`src/rtl/rns_to_binary_pkg.sv`:
```
// Shared constants for the RNS reverse converter: moduli set, CRT weights and
// the FSM state encoding. Default set m = {13, 11, 7, 5} (index 0..3), M = 5005.
package rns_to_binary_pkg;

    localparam int NUM_MOD = 4;
    localparam int SWIDTH  = 16;
    localparam int LWIDTH  = 64;
    localparam int IDX_W   = $clog2(NUM_MOD);

    typedef logic [SWIDTH-1:0] res_t;
    typedef logic [LWIDTH-1:0] big_t;

    // m_i, M_i = M / m_i, y_i = M_i^-1 mod m_i, all indexed 0..NUM_MOD-1
    localparam res_t MODS   [NUM_MOD] = '{res_t'(13), res_t'(11), res_t'(7), res_t'(5)};
    localparam big_t BIG_M  [NUM_MOD] = '{big_t'(385), big_t'(455), big_t'(715), big_t'(1001)};
    localparam res_t INV_Y  [NUM_MOD] = '{res_t'(5), res_t'(3), res_t'(1), res_t'(1)};
    localparam big_t M_TOT            = big_t'(5005);

    localparam logic [IDX_W-1:0] IDX_LAST = IDX_W'(NUM_MOD - 1);

    typedef enum logic [1:0] {
        IDLE = 2'd0,
        MUL  = 2'd1,
        ACC  = 2'd2,
        DONE = 2'd3
    } state_t;

endpackage

```
`src/rtl/rns_to_binary_mod_mul.sv`:
```
// Registered modular multiply: p <= (a * b) mod m, one cycle latency, loads only on en.
module rns_mod_mul
    import rns_to_binary_pkg::*;
(
    input  logic              clk,
    input  logic              reset,
    input  logic              en,
    input  logic [SWIDTH-1:0] a,
    input  logic [SWIDTH-1:0] b,
    input  logic [SWIDTH-1:0] m,
    output logic [SWIDTH-1:0] p
);

    logic [2*SWIDTH-1:0] prod;
    logic [2*SWIDTH-1:0] rem;

    assign prod = a * b;
    assign rem  = prod % {{SWIDTH{1'b0}}, m};

    // Hold the reduced product so the accumulate step sees a stable operand
    always_ff @(posedge clk or negedge reset) begin
        if (!reset)  p <= '0;
        else if (en) p <= rem[SWIDTH-1:0];
    end

endmodule

```
`src/rtl/rns_to_binary.sv`:
```
// CRT reverse converter: X = sum_i(((r_i * y_i) mod m_i) * M_i) mod M, one
// residue per MUL/ACC pair. Accepts only in IDLE, holds the result in DONE.
module rns_to_binary
    import rns_to_binary_pkg::*;
(
    input  logic                      clk,
    input  logic                      reset,
    input  logic                      in_valid,
    output logic                      in_ready,
    input  logic [NUM_MOD*SWIDTH-1:0] residues,
    output logic                      out_valid,
    input  logic                      out_ready,
    output logic [LWIDTH-1:0]         x_out
);

    state_t                          state, state_nxt;
    logic [IDX_W-1:0]                idx;
    logic [LWIDTH-1:0]               acc;
    logic [NUM_MOD-1:0][SWIDTH-1:0]  res_q;
    logic [SWIDTH-1:0]               t;
    logic [LWIDTH-1:0]               sum;
    logic [LWIDTH-1:0]               sum_red;
    logic                            accept;

    assign in_ready  = (state == IDLE);
    assign out_valid = (state == DONE);
    assign x_out     = acc;
    assign accept    = in_ready && in_valid;

    // t = (r_idx * y_idx) mod m_idx, captured during MUL
    rns_mod_mul u_mul (
        .clk   (clk),
        .reset (reset),
        .en    (state == MUL),
        .a     (res_q[idx]),
        .b     (INV_Y[idx]),
        .m     (MODS[idx]),
        .p     (t)
    );

    // t < m_idx keeps t*M_idx < M, so acc + t*M_idx < 2M needs one subtract
    assign sum     = acc + LWIDTH'(t) * BIG_M[idx];
    assign sum_red = (sum >= M_TOT) ? sum - M_TOT : sum;

    // State register
    always_ff @(posedge clk or negedge reset) begin
        if (!reset) state <= IDLE;
        else        state <= state_nxt;
    end

    // Next-state: one MUL/ACC pair per residue, DONE waits for out_ready
    always_comb begin
        state_nxt = state;
        unique case (state)
            IDLE: if (in_valid)        state_nxt = MUL;
            MUL:                       state_nxt = ACC;
            ACC:  if (idx == IDX_LAST) state_nxt = DONE;
                  else                 state_nxt = MUL;
            DONE: if (out_ready)       state_nxt = IDLE;
            default:                   state_nxt = IDLE;
        endcase
    end

    // Datapath: residues latch only on the IDLE handshake, acc/idx advance in ACC
    always_ff @(posedge clk or negedge reset) begin
        if (!reset) begin
            res_q <= '0;
            acc   <= '0;
            idx   <= '0;
        end else if (accept) begin
            res_q <= residues;
            acc   <= '0;
            idx   <= '0;
        end else if (state == ACC) begin
            acc <= sum_red;
            if (idx != IDX_LAST) idx <= idx + 1'b1;
        end
    end

endmodule

```
`config.mk`:
```
export PLATFORM = sky130hd
export DESIGN_NAME = rns_to_binary
export DESIGN_NICKNAME = d
export VERILOG_FILES = /design/src/rtl/rns_to_binary_pkg.sv /design/src/rtl/rns_to_binary_mod_mul.sv /design/src/rtl/rns_to_binary.sv
export SDC_FILE = /design/constraint.sdc
export NUM_CORES = 1
export LEC_CHECK = 0
export CORE_MARGIN = 3
export CORE_UTILIZATION = 40
export CTS_BUF_LIST = sky130_fd_sc_hd__clkbuf_16
export DETAILED_ROUTE_END_ITERATION = 10
export DONT_BUFFER_PORTS = 1
export MAX_ROUTING_LAYER = met4
export PLACE_DENSITY = 0.53
export SYNTH_ARGS = -nofsm -noshare
export SYNTH_HDL_FRONTEND = slang
export SYNTH_SLANG_ARGS = --single-unit
```
`constraint.sdc`:
```
create_clock -name clk -period 126.2 [get_ports clk]
set_input_delay 6.31 -clock clk [delete_from_list [all_inputs] [get_ports clk]]
set_output_delay 6.31 -clock clk [all_outputs]
set_load 0.05 [all_outputs]
```
Word level (Yosys, flattened, before mapping) --
Cells that the tools add are included.
Cells by class: muxes and demuxes 21, $mul 2, eq/ne operators 7, magnitude comparators 3, bitwise gates (word level) 1, reductions and logical operators 6, add/subtract/negate cells 3, divide/modulo/power cells 1
Operators by type and width (number):
- $mux W64 | 5
- $bmux W64 S2 | 1
- $bmux W16 S2 | 3
- $mux W16 | 5
- $add A64 B64 Y64 | 1
- $ge A64 B13 Y1 const B | 1
- $mul A16 B64 Y64 | 1
- $sub A64 B13 Y64 const B | 1
- $mod A32 B16 Y32 | 1
- $mul A16 B16 Y32 | 1
- $mux W2 | 6
- $pmux W2 S4 | 1
- $eq A2 B2 Y1 const B | 3
- $ne A2 B2 Y1 const B | 2
- $reduce_and A2 Y1 | 2
- $reduce_bool A2 Y1 | 2
- $ge A3 B3 Y1 const B | 1
- $lt A2 B3 Y1 const B | 1
- $not A2 Y3 | 1
- $add A2 B1 Y2 const B | 1
- $eq A2 B1 Y1 const B | 1
- $logic_not A2 Y1 | 1
- $ne A2 B1 Y1 const B | 1
- $logic_and A1 B1 Y1 | 1
Storage, ports and cells: word-level logic and storage cells 52, output and inout bits 66, flip-flop bits (word level) 148, input port bits 68

Logic depth before layout (Yosys ltp) --
depth after elaboration 10, mapped depth 221

By module --
From an unflattened synthesis, not the netlist that was laid out.
Unflattened totals: cells, all modules 6006, area total of the unflattened synthesis 47028.9 um^2
By module, submodules not included:
- rns_mod_mul | area an instance 32008.2 um^2, cells an instance 4346, times used 1
- rns_to_binary | area an instance 15020.7 um^2, cells an instance 1660, times used 1

Worst setup path before layout --
No wires, ideal clock.
path type flip-flop to flip-flop, from reg idx[0], to reg u_mul.p[12], stages on the path, launching flop included 213, library setup time 0.133 ns, clock period less this slack 45.155 ns, path slack 81.045 ns, data arrival time 45.022 ns, cells stage by stage dfrtp_1 clkbuf_1 clkbuf_1 inv_1 ha_1 clkbuf_1 and2_1 ha_1 ha_1 ha_1 inv_1 fa_1 inv_1 ha_1 a21o_1 and2_1 o31ai_2 a31oi_2 [... 177 more ...] ha_1 o21a_1 o21ai_0 nand2b_1 or3_4 or3_1 a311o_1 nand2_1 nand2_1 ha_1 a21o_1 a21oi_1 or4b_4 nor4_4 nand2_2 buf_4 a311oi_1 a21oi_1
On the way: cells in the longest elaborated chain, start to end 6, elaborated cells on any way between the ends 11, classes of those cells mul: 1; div: 1; mux: 8; bitwise: 1
Ends and longest elaborated chain:
- start, declared | RTL line rns_to_binary.sv:17 | logic [IDX_W-1:0] idx;
- start signal, assigned | RTL line rns_to_binary.sv:76 | if (idx != IDX_LAST) idx <= idx + 1'b1;
- $not A2 Y3 (implied by the code) | RTL line rns_to_binary.sv:36, rns_to_binary.sv:37
- $bmux W16 S2 | RTL line rns_to_binary.sv:36 | .b (INV_Y[idx]),
- $mux W16 (implied by the code) (2 in a row) | RTL line rns_to_binary.sv:36
- $mul A16 B16 Y32 | RTL line rns_to_binary_mod_mul.sv:17 | assign prod = a * b;
- $mod A32 B16 Y32 * | RTL line rns_to_binary_mod_mul.sv:18 | assign rem = prod % {{SWIDTH{1'b0}}, m};
- end signal, assigned | RTL line rns_to_binary_mod_mul.sv:23 | else if (en) p <= rem[SWIDTH-1:0];
- end, declared | RTL line rns_to_binary_mod_mul.sv:11 | output logic [SWIDTH-1:0] p
Every way passes the cells marked *; elsewhere a longest branch is shown, timed or not. The select of a mux whose other input is x is not followed. A chain may end at the register's enable or synchronous reset.

Worst setup path after layout --
from reg idx[1], to reg u_mul.p[4]
The elaborated chain is that of the path after synthesis.

==> metrics <==
status finished, final reports clean; count of hold buffers inserted by post-cts repair 0; number of pins exceeding their max-slew limit in the final report 0; commonest register cell after synthesis sky130_fd_sc_hd__dfrtp_1; DR WL met2 32.1 mm; number of vias after detailed routing 21,600; Crit path depth 197; Routability Congestion 0.884; clock net sink count 148; root buffer cell sky130_fd_sc_hd__clkbuf_16; detailed route wirelength on metal3 3.41 mm; number of maximum-capacitance constraint violations 0; Port-buffer cells 0; number of synthesis warnings 0; # nets final 3,406; wire length on met1 33.3 mm; maximum clock insertion buffer count 2; number of failing setup endpoints in the final timing report 0; Synth area leaders sky130_fd_sc_hd__dfrtp_1, sky130_fd_sc_hd__ha_1, sky130_fd_sc_hd__fa_1, sky130_fd_sc_hd__xnor2_1, sky130_fd_sc_hd__inv_1; vias in the first global route 21,600; total wire length 69.5 mm; H-tree depth 4; required time worst endpoint 126.54 ns; antenna-violating nets left 0; global-route wire length before repair 114 mm; number of buffers inserted to repair setup after CTS 0; area used by multi-input combinational logic 19,800 sq um; Arrival @ worst endpoint 53.09 ns; antenna violations before repair 19; placed cell area 25,800 sq um; Fmax achieved 0.0190 GHz; aggregate global routing overflow 0; slew at the pin with the worst max-slew slack 1.40 ns; horizontal die dimension 256 microns; area share of the largest cell type after synthesis 14.8%; TritonCTS clock tree built; Starting Density 40.6%; critical path type reg -> reg; fin crit share 41.8%; relative slew slack 6.38%; Max Used Layer met4; iteration count of the initial detailed-routing pass 5; Post-synth EDFFs 0; most common library cell in the layout ignoring fill and taps sky130_fd_sc_hd__inv_1; summed instance area of the synthesized netlist 25,100 sq um; worst-path cell with the longest stage delay sky130_fd_sc_hd__dfrtp_2; commonest cells after routing, fill and taps aside sky130_fd_sc_hd__inv_1, sky130_fd_sc_hd__ha_1, sky130_fd_sc_hd__nand2_1; GRT Overall Usage 21.5%; die boundary height 256 microns; final core occ 42.8%; area growth from synthesis to final layout 5.50%; source-to-sink clock delay at the later pin of the worst-skew pair 0.46 ns; setup repair after global routing missed its margin false; startpoint type of the worst setup path flop; Worst Skew 0.0219 ns; number of cells upsized or downsized after cts 0; maximum number of pins on one net before global-route repair 149; cell class contributing the biggest share of worst-path delay simple AND/OR/NAND/NOR gates; endpoint type of the worst setup path flop; clock transition at the registers of the reported paths 0.07 ns; CTS Buf Count 17; post-detailed-route DRC marker count 0; distinct cell type count of the synthesized netlist 130; register bit total from synthesis 148; Die Outline Area 65,700 sq um; post-synth top area cell sky130_fd_sc_hd__dfrtp_1; Cells after DPL 3,767; sequential standard cell area 3700 sq um; Non-Filler Instances 3,816; number of instances in the synthesized netlist 3,011; depth of the worst register-to-register path 197; via density per instance 5.67; CP bufs+invs 10; hold path depth 1; Filler Cell Count 6,252; Core Region 61,800 sq um; type of the most critical hold path reg -> reg; final critical-path required period 52.75 ns; fin area 26,400 sq um; routed length per placed instance 18.2 microns; largest driver fanout on the critical path 32; Boundary Pins 134; synthesized area per cell 8.33 sq um; Largest stage delay, worst path 0.84 ns; register area share after synthesis 14.8%; initial detailed-routing violation count 1,210; final-report hold violation count 0; proportion of synthesized flip-flops having asynchronous set or reset 100%; final HPWL from detailed placement 56.6 mm; fraction of final layout cells with drive strength greater than 1 8.71%; CP dominant cell by count sky130_fd_sc_hd__ha_1; Placement Rows 91; Setup TNS 0 ns
==> state kept, by name, indices dropped and copies added, names as in the netlist <==
register	count
res_q	64
x_out	64
u_mul.p	16
idx	2
state	2
==> layout make-up <==
| cell class | instances | share of cell area [%] |
|---|---|---|
| clock inverter | 14 | 0.681 |
| multi-input combinational | 2456 | 74.8 |
| timing repair buffer | 12 | 0.341 |
| tap | 837 | 3.96 |
| clock buffer | 17 | 1.61 |
| inverter | 314 | 4.46 |
| sequential | 148 | 14.0 |
| antenna | 18 | 0.170 |
==> worst paths after layout <==
kind / startpoint / endpoint / slack, ns
worst max-delay path: idx[1] / u_mul.p[4] / 73.45
worst min-delay path: res_q[31] / res_q[31] / 0.50
worst max register to register: idx[1] / u_mul.p[4] / 73.45
worst min register to register: res_q[31] / res_q[31] / 0.50
max in group asynchronous: reset / u_mul.p[6] / 120.51
min in group asynchronous: reset / x_out[52] / 5.54
==> Yosys cell counts (44+ instances only) <==
library cell               instances
sky130_fd_sc_hd__a21oi_1         158
sky130_fd_sc_hd__and2_1          107
sky130_fd_sc_hd__clkbuf_1         68
sky130_fd_sc_hd__dfrtp_1         148
sky130_fd_sc_hd__fa_1            137
sky130_fd_sc_hd__ha_1            252
sky130_fd_sc_hd__inv_1           311
sky130_fd_sc_hd__mux2_2           97
sky130_fd_sc_hd__nand2_1         235
sky130_fd_sc_hd__nand2b_1         48
sky130_fd_sc_hd__nand3_1          75
sky130_fd_sc_hd__nand4_1          44
sky130_fd_sc_hd__nor2_1          221
sky130_fd_sc_hd__nor3_1           61
sky130_fd_sc_hd__o21ai_0         132
sky130_fd_sc_hd__xnor2_1         141
sky130_fd_sc_hd__xor2_1           74
==> cell families after synthesis <==
family	share of synthesized area, %
AOI/OAI and AO/OA	18.5
xor gates and xnor gates	7.80
adders and majority gates	23.6
buffers and inverters	6.39
DFF	14.8
muxes	7.52
other	0.0150
and+or+nand+nor	21.4
==> per-layer routing <==
metal / vias to the layer above / global-route usage [%]
met5: - / -
met4: 0 / 3.83
met3: 54 / 3.87
met2: 443 / 34.5
met1: 10600 / 28.9
li1: 10500 / -
==> stage by stage <==
stage	hold slack, ns	setup slack [ns]
4_1_cts	0.510	73.71
3_3_place_gp	0.485	75.81
3_5_place_dp	0.494	73.90
5_1_grt	0.519	68.88
6_report	0.503	73.45
2_1_floorplan	0.475	81.05
Power is not shown: default switching activity piles up to over one toggle a cycle in this logic, so the estimate is an artifact.
